File: config.mk
export PLATFORM = sky130hd
export DESIGN_NAME = enc2_neuron_mac
export DESIGN_NICKNAME = d
export VERILOG_FILES = /design/src/rtl/enc_pkg.sv /design/src/rtl/fx_round_sat.sv /design/src/rtl/enc2_neuron_mac.sv
export SDC_FILE = /design/constraint.sdc
export NUM_CORES = 1
export LEC_CHECK = 0
export CAP_MARGIN = 20
export CORE_MARGIN = 3
export CORE_UTILIZATION = 29
export CTS_CLUSTER_DIAMETER = 60
export DETAILED_ROUTE_END_ITERATION = 6
export SLEW_MARGIN = 30
export SYNTH_ARGS = -nofsm -noshare
export SYNTH_HDL_FRONTEND = slang
export SYNTH_SLANG_ARGS = --single-unit
File: constraint.sdc
create_clock -name clk -period 9.1 [get_ports clk]
set_input_delay 1.365 -clock clk [delete_from_list [all_inputs] [get_ports clk]]
set_output_delay 1.365 -clock clk [all_outputs]
set_load 0.05 [all_outputs]
File: src/rtl/enc_pkg.sv
// Shared definitions for the enc encoder layers: controller states,
// default fixed-point format and its representable range.
package enc_pkg;

  typedef enum logic [1:0] {
    ST_ACCUM = 2'd0,
    ST_FINAL = 2'd1,
    ST_OUT   = 2'd2
  } mac_state_e;

  localparam int DATA_WIDTH_DEF = 16;
  localparam int FRAC_BITS_DEF  = 8;

  // Range of a signed DATA_WIDTH_DEF-bit Q word.
  localparam logic signed [DATA_WIDTH_DEF-1:0] Q_MAX = {1'b0, {(DATA_WIDTH_DEF-1){1'b1}}};
  localparam logic signed [DATA_WIDTH_DEF-1:0] Q_MIN = {1'b1, {(DATA_WIDTH_DEF-1){1'b0}}};

endpackage

File: src/rtl/fx_round_sat.sv
// Combinational fixed-point narrowing: round-half-up, arithmetic shift by
// FRAC_BITS, saturate to a signed DATA_WIDTH word, optional ReLU clamp.
// Shared by the enc layers; the caller folds any bias into val_i first.
module fx_round_sat #(
  parameter int ACC_WIDTH  = 40,
  parameter int DATA_WIDTH = 16,
  parameter int FRAC_BITS  = 8,
  parameter bit RELU       = 1'b1
) (
  input  logic signed [ACC_WIDTH-1:0]  val_i,
  output logic signed [DATA_WIDTH-1:0] res_o
);

  // One guard bit so adding the rounding constant can never wrap.
  localparam int SW = ACC_WIDTH + 1;
  localparam logic signed [SW-1:0] HALF  = SW'(1) <<< (FRAC_BITS - 1);
  localparam logic signed [SW-1:0] MAX_V = (SW'(1) <<< (DATA_WIDTH - 1)) - SW'(1);
  localparam logic signed [SW-1:0] MIN_V = -(SW'(1) <<< (DATA_WIDTH - 1));

  logic signed [SW-1:0] sum_w;
  logic signed [SW-1:0] shr_w;

  assign sum_w = SW'(val_i) + HALF;
  assign shr_w = sum_w >>> FRAC_BITS;

  // Clamp to the output range, then optionally zero negatives.
  always_comb begin
    if (shr_w > MAX_V) begin
      res_o = MAX_V[DATA_WIDTH-1:0];
    end else if (shr_w < MIN_V) begin
      res_o = MIN_V[DATA_WIDTH-1:0];
    end else begin
      res_o = shr_w[DATA_WIDTH-1:0];
    end
    if (RELU && res_o[DATA_WIDTH-1]) begin
      res_o = '0;
    end
  end

endmodule

File: src/rtl/enc2_neuron_mac.sv
// Streaming MAC neuron for the enc2 encoder: one activation per handshake,
// multiply by the matching weight, then bias/round/saturate/ReLU and emit
// one result through a valid/ready output.
//
// state    | meaning
// ---------+---------------------------------------------------------
// ST_ACCUM | accepting activations, accumulating products
// ST_FINAL | one cycle: bias, round, saturate, register result
// ST_OUT   | result held on out_data until downstream takes it
module enc2_neuron_mac
  import enc_pkg::*;
#(
  parameter int DATA_WIDTH = DATA_WIDTH_DEF,
  parameter int FRAC_BITS  = FRAC_BITS_DEF,
  parameter int N_IN       = 16,
  parameter int ACC_WIDTH  = 40,
  parameter bit RELU       = 1'b1
) (
  input  logic                       clk,
  input  logic                       rst,
  input  logic [N_IN*DATA_WIDTH-1:0] weights,
  input  logic [DATA_WIDTH-1:0]      bias,
  input  logic [DATA_WIDTH-1:0]      in_data,
  input  logic                       in_valid,
  output logic                       in_ready,
  output logic [DATA_WIDTH-1:0]      out_data,
  output logic                       out_valid,
  input  logic                       out_ready
);

  localparam int IDX_W = (N_IN > 1) ? $clog2(N_IN) : 1;
  localparam logic [IDX_W-1:0] IDX_LAST = IDX_W'(N_IN - 1);

  mac_state_e state_q, state_d;
  logic [IDX_W-1:0]            idx_q, idx_d;
  logic signed [ACC_WIDTH-1:0] acc_q, acc_d;
  logic [DATA_WIDTH-1:0]       out_data_q, out_data_d;
  logic                        out_valid_q, out_valid_d;

  logic signed [DATA_WIDTH-1:0]   w_sel;
  logic signed [DATA_WIDTH-1:0]   x_s;
  logic signed [DATA_WIDTH-1:0]   bias_s;
  logic signed [2*DATA_WIDTH-1:0] prod;
  logic signed [ACC_WIDTH-1:0]    fin_val;
  logic signed [DATA_WIDTH-1:0]   res;

  assign w_sel  = $signed(weights[int'(idx_q)*DATA_WIDTH +: DATA_WIDTH]);
  assign x_s    = $signed(in_data);
  assign bias_s = $signed(bias);
  assign prod   = x_s * w_sel;
  // Bias is aligned to the product's 2*FRAC_BITS scale before narrowing.
  assign fin_val = acc_q + (ACC_WIDTH'(bias_s) <<< FRAC_BITS);

  fx_round_sat #(
    .ACC_WIDTH  (ACC_WIDTH),
    .DATA_WIDTH (DATA_WIDTH),
    .FRAC_BITS  (FRAC_BITS),
    .RELU       (RELU)
  ) u_round_sat (
    .val_i (fin_val),
    .res_o (res)
  );

  // Held low during reset so nothing upstream sees a handshake mid-reset.
  assign in_ready  = (state_q == ST_ACCUM) && !rst;
  assign out_data  = out_data_q;
  assign out_valid = out_valid_q;

  // Next-state, datapath and output register updates.
  always_comb begin
    state_d     = state_q;
    idx_d       = idx_q;
    acc_d       = acc_q;
    out_data_d  = out_data_q;
    out_valid_d = out_valid_q;
    unique case (state_q)
      ST_ACCUM: begin
        if (in_valid) begin
          acc_d = acc_q + ACC_WIDTH'(prod);
          if (idx_q == IDX_LAST) begin
            idx_d   = '0;
            state_d = ST_FINAL;
          end else begin
            idx_d = idx_q + IDX_W'(1);
          end
        end
      end
      ST_FINAL: begin
        out_data_d  = res;
        out_valid_d = 1'b1;
        acc_d       = '0;
        state_d     = ST_OUT;
      end
      ST_OUT: begin
        if (out_ready) begin
          out_valid_d = 1'b0;
          state_d     = ST_ACCUM;
        end
      end
      default: begin
        state_d = ST_ACCUM;
      end
    endcase
  end

  // State and datapath registers; reset discards any partial sum.
  always_ff @(posedge clk or posedge rst) begin
    if (rst) begin
      state_q     <= ST_ACCUM;
      idx_q       <= '0;
      acc_q       <= '0;
      out_data_q  <= '0;
      out_valid_q <= 1'b0;
    end else begin
      state_q     <= state_d;
      idx_q       <= idx_d;
      acc_q       <= acc_d;
      out_data_q  <= out_data_d;
      out_valid_q <= out_valid_d;
    end
  end

endmodule

==> impl.org <==
** Layout
- Synth-to-layout area growth :: 26.5%
- In the final design database the tool counted 3167 nets.
- Fill cell count :: ~6600
- In the layout the commonest cells are inv_1 (401), fa_1 (330), clkdlybuf4s50_1 (307).
- Leaving out fill and tap cells, the most frequent cell in the layout is inv_1.
- Measured on the finished design, the core utilization comes to 0.372.
- Share of cells above drive strength 1 :: 0.125

** Floorplan
- Initial core utilization :: 0.294
- Measured along the y axis, the die boundary spans about 260 um.
- The die is about 260 um wide.
- Core region area :: about 66000 um^2
- The floorplan has 94 rows.
- During I/O placement, the number of pins put on the boundary was 310.
- Die area :: about 70000 um^2

** Critical path
- Counting stages on the worst path, the most repeated cell is fa_1.
- The largest single stage delay on the critical path is approximately 0.56 ns.
- Critical path start-end classification :: input pin to flip-flop
- For flop-to-flop paths, the worst setup slack is about 0.83 ns.
- At the worst endpoint, the required time is 9.30 ns.
- Highest net fanout along the worst path :: 5
- Crit path DAT :: 9.03 ns
- Kind of capture point of the worst setup path :: flip-flop
- Crit start category :: input pin
- For this design, the slowest cell found on the critical path is mux4_2.

** STA
- Final-report max-slew violation count :: 0
- Crit share post-route :: 0.970
- Setup repair after global routing could not meet its margin everywhere.
- Setup violations remaining at the end of the flow were counted as 0.
- Endpoints failing hold :: 0
- The smallest clock period supported by the final layout is computed as ~8.8 ns.
- Between clock sinks in the finished design, the worst skew comes to 0.0113 ns.
- For the pin with the worst max-slew slack, the measured transition is 0.829 ns.
- In this run the tightest slew margin relative to its limit is 0.447.
- Max Clk Rate :: 113 MHz

** Routing
- In the routed layout, each cell is associated on average with a via count of 4.85.
- Length of the first detailed-routing pass in iterations :: 5
- Post-Route WL :: 57700 um
- For this run, design rule violations remaining after detail routing come to 0.
- Residual antenna-violating net count after detailed routing :: 0
- The routed layout has 15900 vias.
- The first routing iteration left roughly 710 violations.
- In the final routed layout, each cell accounts on average for 17.7 um.

** GRT
- Maximum number of pins on one net before global-route repair :: just over 70
- Number of global-route vias before repair :: ~18000
- Total global routing overflow :: 0
- Global-route wire length before repair :: approximately 94000 um
- Number of antenna violations at the first check in global routing :: 5
- GR Util All Layers :: 0.167

** Clock tree
- Clock-pin slew on the worst setup and hold paths :: 0.06 ns
- CTS Hold Bufs :: 0
- At the later pin of the worst-skew pair, clock insertion delay measures roughly 0.34 ns.
- Library cell used as clock root buffer :: clkbuf_16
- For this design, the sink count on the clock tree is between 60 and 70.
- The H-tree generated during clock tree synthesis spans 3 levels.
- TritonCTS built the clock tree.
- Counting along the longest clock path gives a buffer depth of 2.
- In this run, CTS created clock tree buffers numbering 9.

** Synthesis
- The number of nets handed over by synthesis was approximately 2800.
- Of the total synthesized cell area, the portion taken by full adders, half adders and majority gates is 0.436.
- The number of different library cells used by synthesis comes to slightly below 100.
- Post-synth EDFFs :: 0
- Post-synth ARST share :: 1.00
- The cell count after synthesis came out at ~2000.
- Of the total synthesized cell area, the portion taken by XOR and XNOR cells is 0.0373.
- Of the post-synthesis cell area, the part taken by muxes is 0.0962.
- Sequential element share of the synthesized area :: 0.0798
- A synthesized cell averages 9.52 um^2.
- Largest family of logic cells by synthesized area :: adder cells
- FF+latch count, synth :: 62
- The cell area that synthesis handed to floorplanning was 19400 um^2.
- Most common flop cell mapped by yosys :: dfrtp_1
- For this run, the number of Yosys warnings is 0.
- Share of the synthesized area in compound gates (AO/OA/AOI/OAI) :: 0.108
- Of the total synthesized cell area, the portion taken by AND, OR, NAND and NOR gates is 0.145.

** Placed design
- After legalization and detailed placement, the total HPWL measured between 50000 and 60000 um.
- At the end of routability-driven placement, the weighted congestion stood at around 0.91.
- Port buffering added roughly 300 buffers.

** Outcome
- The run finished with clean final reports.

** Run
- Across the run, the number of max-cap violations was 0.

** Hold path
- The min-delay analysis places its worst path in the category flip-flop to flip-flop.
routing by layer:
metal	up-vias	global-route usage	part of all wire
met5	-	0	0
met2	382	0.315	0.53
met4	0	0.0483	0.030
met3	69	0.0240	0.044
li1	7372	-	-
met1	8028	0.197	0.40
per-stage QoR:
step | worst slack (ns) | area, um^2 | hold WS [ns] | instances | TNS (ns)
4_1_cts | 0.00116 | 24500 | 0.537 | 3263 | 0
3_5_place_dp | -0.439 | 24200 | 0.524 | 3248 | -1.55
3_3_place_gp | -0.479 | 24200 | 0.519 | 3248 | -1.32
5_1_grt | -0.0418 | 24600 | 0.564 | 3269 | -0.0418
6_report | 0.269 | 24600 | 0.523 | 3269 | 0
2_1_floorplan | 0.266 | 19400 | 0.476 | 2042 | 0
Yosys cell counts (all sizes together) (33+ instances only):
cell type	instances	area (um^2)
a21oi	70	392
ha	148	1850
o21ai	79	407
inv	402	1510
dfrtp	62	1550
and2	146	916
nand2	182	708
a21o	33	248
xnor2	50	445
fa	331	6630
nor2	54	203
clkbuf	66	259
mux4	79	1780
nand3	65	330
final cells by class:
type | instances | area, um^2 | area share
Clock buffer | 10 | 239 | 0.00971
Clock inverter | 5 | 60.1 | 0.00244
Sequential cell | 62 | 1560 | 0.0633
Antenna cell | 5 | 12.5 | 0.000508
Tap cell | 864 | 1080 | 0.0439
Multi-Input combinational cell | 1492 | 16100 | 0.654
Timing Repair Buffer | 429 | 4060 | 0.165
Inverter | 402 | 1510 | 0.0613
worst max-delay path, delay by kind of cell:
family,cells,cell delay [ns]
adders and majority gates,7,3.46
AOI/OAI and AO/OA,11,1.96
muxes,2,1.07
buffers and inverters,6,0.82
and+or+nand+nor,1,0.21
xor gates and xnor gates,1,0.15
sequential cells by signal, indices dropped and copies added (netlist names):
signal / cells
acc_q: 40
out_data: 15
idx_q: 4
state_q: 2
out_valid: 1
cells by family after synthesis:
| logic type | after synthesis |
|---|---|
| DFF | 62 |
| adders and majority gates | 479 |
| and+or+nand+nor | 543 |
| muxes | 88 |
| xor gates and xnor gates | 82 |
| buffers and inverters | 488 |
| AOI/OAI and AO/OA | 299 |
| other | 1 |
timing repair:
item / in CTS / in global routing
setup buffers: 0 / 1
resized for setup: 3 / 18
pin swaps: 1 / 5
setup endpoints to repair: 3 / 7
final timing paths:
kind / to / cells past startpoint / start
max: acc_q[36] / 28 / weights[182]
min reg2reg: acc_q[5] / 2 / acc_q[5]
min: acc_q[5] / 2 / acc_q[5]
max reg2reg: acc_q[36] / 28 / idx_q[0]
min in group asynchronous: out_valid / 3 / rst
max in group asynchronous: idx_q[0] / 3 / rst
Power is not shown: default switching activity piles up to over one toggle a cycle in this logic, so the estimate is an artifact.
==> RTL edit 1 (config.mk and constraints unchanged) <==
Take the reset off `out_data_q` and load it in a clocked block of its own.
--- a/src/rtl/enc2_neuron_mac.sv
+++ b/src/rtl/enc2_neuron_mac.sv
@@ -109,16 +109,18 @@
       state_q     <= ST_ACCUM;
       idx_q       <= '0;
       acc_q       <= '0;
-      out_data_q  <= '0;
       out_valid_q <= 1'b0;
     end else begin
       state_q     <= state_d;
       idx_q       <= idx_d;
       acc_q       <= acc_d;
-      out_data_q  <= out_data_d;
       out_valid_q <= out_valid_d;
     end
   end
 
+  always_ff @(posedge clk) begin
+    out_data_q <= out_data_d;
+  end
+
 endmodule
 
Behaviour: same outputs for any inputs over 10 cycles, from zero or initial values and one cycle with rst high; that may be too few to reach the edited logic, so the function may still have changed.
==> RTL edit 1 against the original RTL <==
- sequential cell count did not move
- first-iteration DRC count rose by 38%
- design area rose by 0.64%
- critical path type unchanged
- synthesized area rose by 2.7%
- routed wire length rose by 4.5%
- setup slack improved by 250 ps
- highest routed layer is now met5
Power is not shown: default switching activity piles up to over one toggle a cycle in this logic, so the estimate is an artifact.
==> RTL edit 1: results (changes against the original RTL) <==
Netlist cell types 98 (unchanged); largest net degree at the start of global routing 78 (+8.3%); Seq/Total Area, Yosys 8.15% (+0.17 points); Iter 0 DRT Violations 971 (+38%); mux cell area share after synthesis 7.09% (-2.5 points); arrival time at the worst endpoint 8890 ps (-140 ps); GPL Wtd Cong 0.937 (+2.8%); worst slew pin tran 927 ps (+98.5 ps); initial antenna violation count 2 (-3); share of layout cells above drive strength 1 7.91% (-4.5 points); EDFF count, synth 15 (+15); DRT Pass-1 Iters 5 (unchanged); IO buf count 308 (unchanged); Fillers 6910 (+5.0%); Compound-Gate Fraction of Synth Area 13.2% (+2.4 points); drt wl/cell 17.9 um (+1.1%); Post-DP HPWL 52200 um (+2.8%); Root Driver clkbuf_16; DR vias/cell 4.88 (+0.74%); xor/xnor share of the synthesized area 3.53% (-0.20 points); Longest Clk Path Bufs 2 (unchanged); Async SR Flop Fraction 75.8% (-24 points); Hold Path Class flop to flop; worst skew pair latency 380 ps (+40 ps); Crit Path Max Fanout 11 (+6); most instantiated cells after synthesis 413 x inv_1, 331 x fa_1, 196 x nand2_1; ys flop type dfrtp_1; dominant cells by area after synthesis fa_1 33%, ha_1 9.3%, inv_1 7.8%, dfrtp_1 5.9%, and2_1 4.7%; vias in the first global route 17500 (-0.83%); syn nets 2979 (+5.9%); status completed; Synth Area in Adders 42.5% (-1.1 points); most flop-heavy register acc_q; Worst Skew 10.1 ps (-1.18 ps); gr usage total 17.4% (+0.61 points); Nets 3269 (+3.2%); first-pass GRT wire length 96900 um (+3.0%); Reg clk slew, reported paths 60 ps (about the same); CTS buffer count 9 (unchanged); Yosys warning count 0 (unchanged)
RTL edit 1: per-stage QoR:
step | instances | setup WS, ps | instance area [um2] | utilization (%) | hold WS [ps]
after CTS | 3376 | 394 | 24700 | 36.6 | 521
final | 3377 | 517 | 24800 | 36.6 | 515
after detailed placement | 3360 | 18.5 | 24400 | 36.1 | 506
after global placement | 3359 | 32.7 | 24400 | 36.0 | 500
after global routing | 3376 | 4.78 | 24800 | 36.6 | 566
after floorplan | 2208 | 443 | 20000 | - | 476
RTL edit 1: area by class of cell:
type                            count  area (um2)  share of cell area [%]
Antenna cell                        1        2.50                  0.0101
Clock buffer                       12         268                    1.08
Clock inverter                      4        76.3                   0.308
Inverter                          415        1560                    6.29
Multi-Input combinational cell   1628       16400                    66.0
Sequential cell                    62        1630                    6.58
Tap cell                          873        1090                    4.41
Timing Repair Buffer              382        3780                    15.3
RTL edit 1: worst paths after layout:
check | slack (ps) | cells past startpoint | to | start
max in group asynchronous | 6930 | 3 | idx_q[0] | rst
setup / recovery | 520 | 23 | acc_q[37] | weights[189]
hold / removal | 510 | 2 | acc_q[5] | acc_q[5]
hold reg to reg | 510 | 2 | acc_q[5] | acc_q[5]
setup reg to reg | 880 | 28 | acc_q[37] | idx_q[0]
min in group asynchronous | 1630 | 3 | state_q[0] | rst
RTL edit 1: timing repair:
item,in CTS,in global routing
gates resized for setup,0,8
hold endpoints to repair,0,0
endpoints found under the setup margin,0,8
setup buffers,0,0
RTL edit 1: kinds of logic (layout without fill, tap and decap cells):
family                   count (synthesis)  after routing
AND/OR/NAND/NOR                        587            587
buffers and inverters                  518            813
adder cells (fa/ha/maj)                479            479
AO/OA/AOI/OAI                          384            384
multiplexers                            99             99
XOR/XNOR                                78             78
flip-flops                              62             62
other                                    1              2
RTL edit 1: routing by layer:
metal,GRT usage [%],share of wire [%],vias to the layer above
li1,-,-,7838
met1,23.2,44,8264
met2,29.8,50,321
met3,2.21,4.2,71
met4,4.46,2.4,2
met5,0,0.022,-
RTL edit 1: worst max-delay path, stage by stage:
cell and delay, ps:
clkdlybuf4s50_1 600, mux4_2 540, a22oi_1 190, nand2_1 210
buf_4 240, and2_1 170, fa_1 460, fa_1 540
fa_1 540, fa_1 540, fa_1 560, inv_1 60
fa_1 520, inv_1 40, ha_1 350, and3_1 180
nand3_1 120, o21ai_1 350, a21oi_1 150, o21ai_0 410
a21oi_1 160, or4_1 490, nand3_1 80
==> RTL edit 2 (same flow settings) <==
Without the edit above. `ACC_WIDTH` is set to 40 in 2 places; all go to 32.
--- a/src/rtl/fx_round_sat.sv
+++ b/src/rtl/fx_round_sat.sv
@@ -2,7 +2,7 @@
 // FRAC_BITS, saturate to a signed DATA_WIDTH word, optional ReLU clamp.
 // Shared by the enc layers; the caller folds any bias into val_i first.
 module fx_round_sat #(
-  parameter int ACC_WIDTH  = 40,
+  parameter int ACC_WIDTH  = 32,
   parameter int DATA_WIDTH = 16,
   parameter int FRAC_BITS  = 8,
   parameter bit RELU       = 1'b1
--- a/src/rtl/enc2_neuron_mac.sv
+++ b/src/rtl/enc2_neuron_mac.sv
@@ -13,7 +13,7 @@
   parameter int DATA_WIDTH = DATA_WIDTH_DEF,
   parameter int FRAC_BITS  = FRAC_BITS_DEF,
   parameter int N_IN       = 16,
-  parameter int ACC_WIDTH  = 40,
+  parameter int ACC_WIDTH  = 32,
   parameter bit RELU       = 1'b1
 ) (
   input  logic                       clk,
Behaviour: same outputs for any inputs over 10 cycles, from zero or initial values and one cycle with rst high; that may be too few to reach the edited logic, so the function may still have changed.
==> RTL edit 2 against the original RTL <==
- design area shrank 12%
- sequential cell count shrank 8
- synthesized area shrank 13%
- maximum frequency is essentially flat
- setup slack gained 4.4 ps
- routed wire length shrank 14%
- die area shrank 12%
- via count shrank 13%
- largest cell class unchanged
- highest routed layer is now met5
Power is left out: the tool's default activity adds up to more than one toggle a clock period on the data nets, which glitch-free logic cannot reach.
==> RTL edit 2: results (changes against the original RTL) <==
DRT Wirelength 49600 um (-14%); vias in the first global route 14900 (-16%); area delta synth->final 26.8%; met2 Track Usage GR 28.6% (-2.9 points); worst slew pin tran 784 ps (-44.8 ps); drt wl/cell 17.5 um (-1.1%); inverters 348 (-13%); M1 GR Usage 20.4% (+0.64 points); Worst Skew 9.24 ps (-2.08 ps); Crit Path Max Fanout 4 (-1); WL met1 20100 um (-12%); syn nets 2473 (-12%); Register Area 0.00136 mm2 (-13%); seq_cells 54 (-13%); Cells after Synth 1765 (-14%); most instantiated cells after synthesis 348 x inv_1, 293 x fa_1, 152 x nand2_1; placed inst area 0.0213 mm2 (-12%); initial antenna violation count 2 (-3); Multi-In Gates 1282 (-14%); CTS buffer count 5 (-4); area of the multi-input gates 0.0141 mm2 (-13%); CP max stage delay 590 ps (+30 ps); clk tree area frac 0.772% (-0.44 points); largest net degree at the start of global routing 69 (-4.2%); Iter 0 DRT Violations 617 (-13%); Seq/total area 6.29% (-0.035 points); Place WS -347 ps (+92.6 ps); Netlist cell types 80 (-18%); GR Util met3 2.28% (-0.12 points); share of layout cells above drive strength 1 9.77% (-2.7 points); Non-clock buffer share 17.1% (+0.62 points); status completed; DR WL met3 2630 um (+3.2%); Resize count post-CTS 1 (-2)
[RTL edit 2: changes by cell type in the layout (fill, tap and decap cells not counted), sizes merged, moves of 22 or more]
cell and change:
a21oi -22, buf -44, fa -38, ha -25, inv -54, nand2 -30
[RTL edit 2: final timing paths]
check,end,slack (ps),from
min in group asynchronous,out_valid,1620,rst
worst min register to register,out_data[6],520,out_data[6]
worst min-delay path,out_data[6],520,out_data[6]
worst max register to register,acc_q[31],760,idx_q[0]
worst max-delay path,acc_q[30],270,weights[246]
max in group asynchronous,idx_q[0],6940,rst
[RTL edit 2: kinds of logic (layout without fill, tap and decap cells)]
logic type | after synthesis | count (layout) | share of synthesized area (%)
AOI/OAI and AO/OA | 238 | 238 | 9.81
muxes | 87 | 87 | 11.0
buffers and inverters | 429 | 741 | 9.58
xor gates and xnor gates | 71 | 71 | 3.66
and+or+nand+nor | 469 | 469 | 14.4
other | 1 | 1 | 0.0221
adders and majority gates | 416 | 416 | 43.6
DFF | 54 | 54 | 7.95
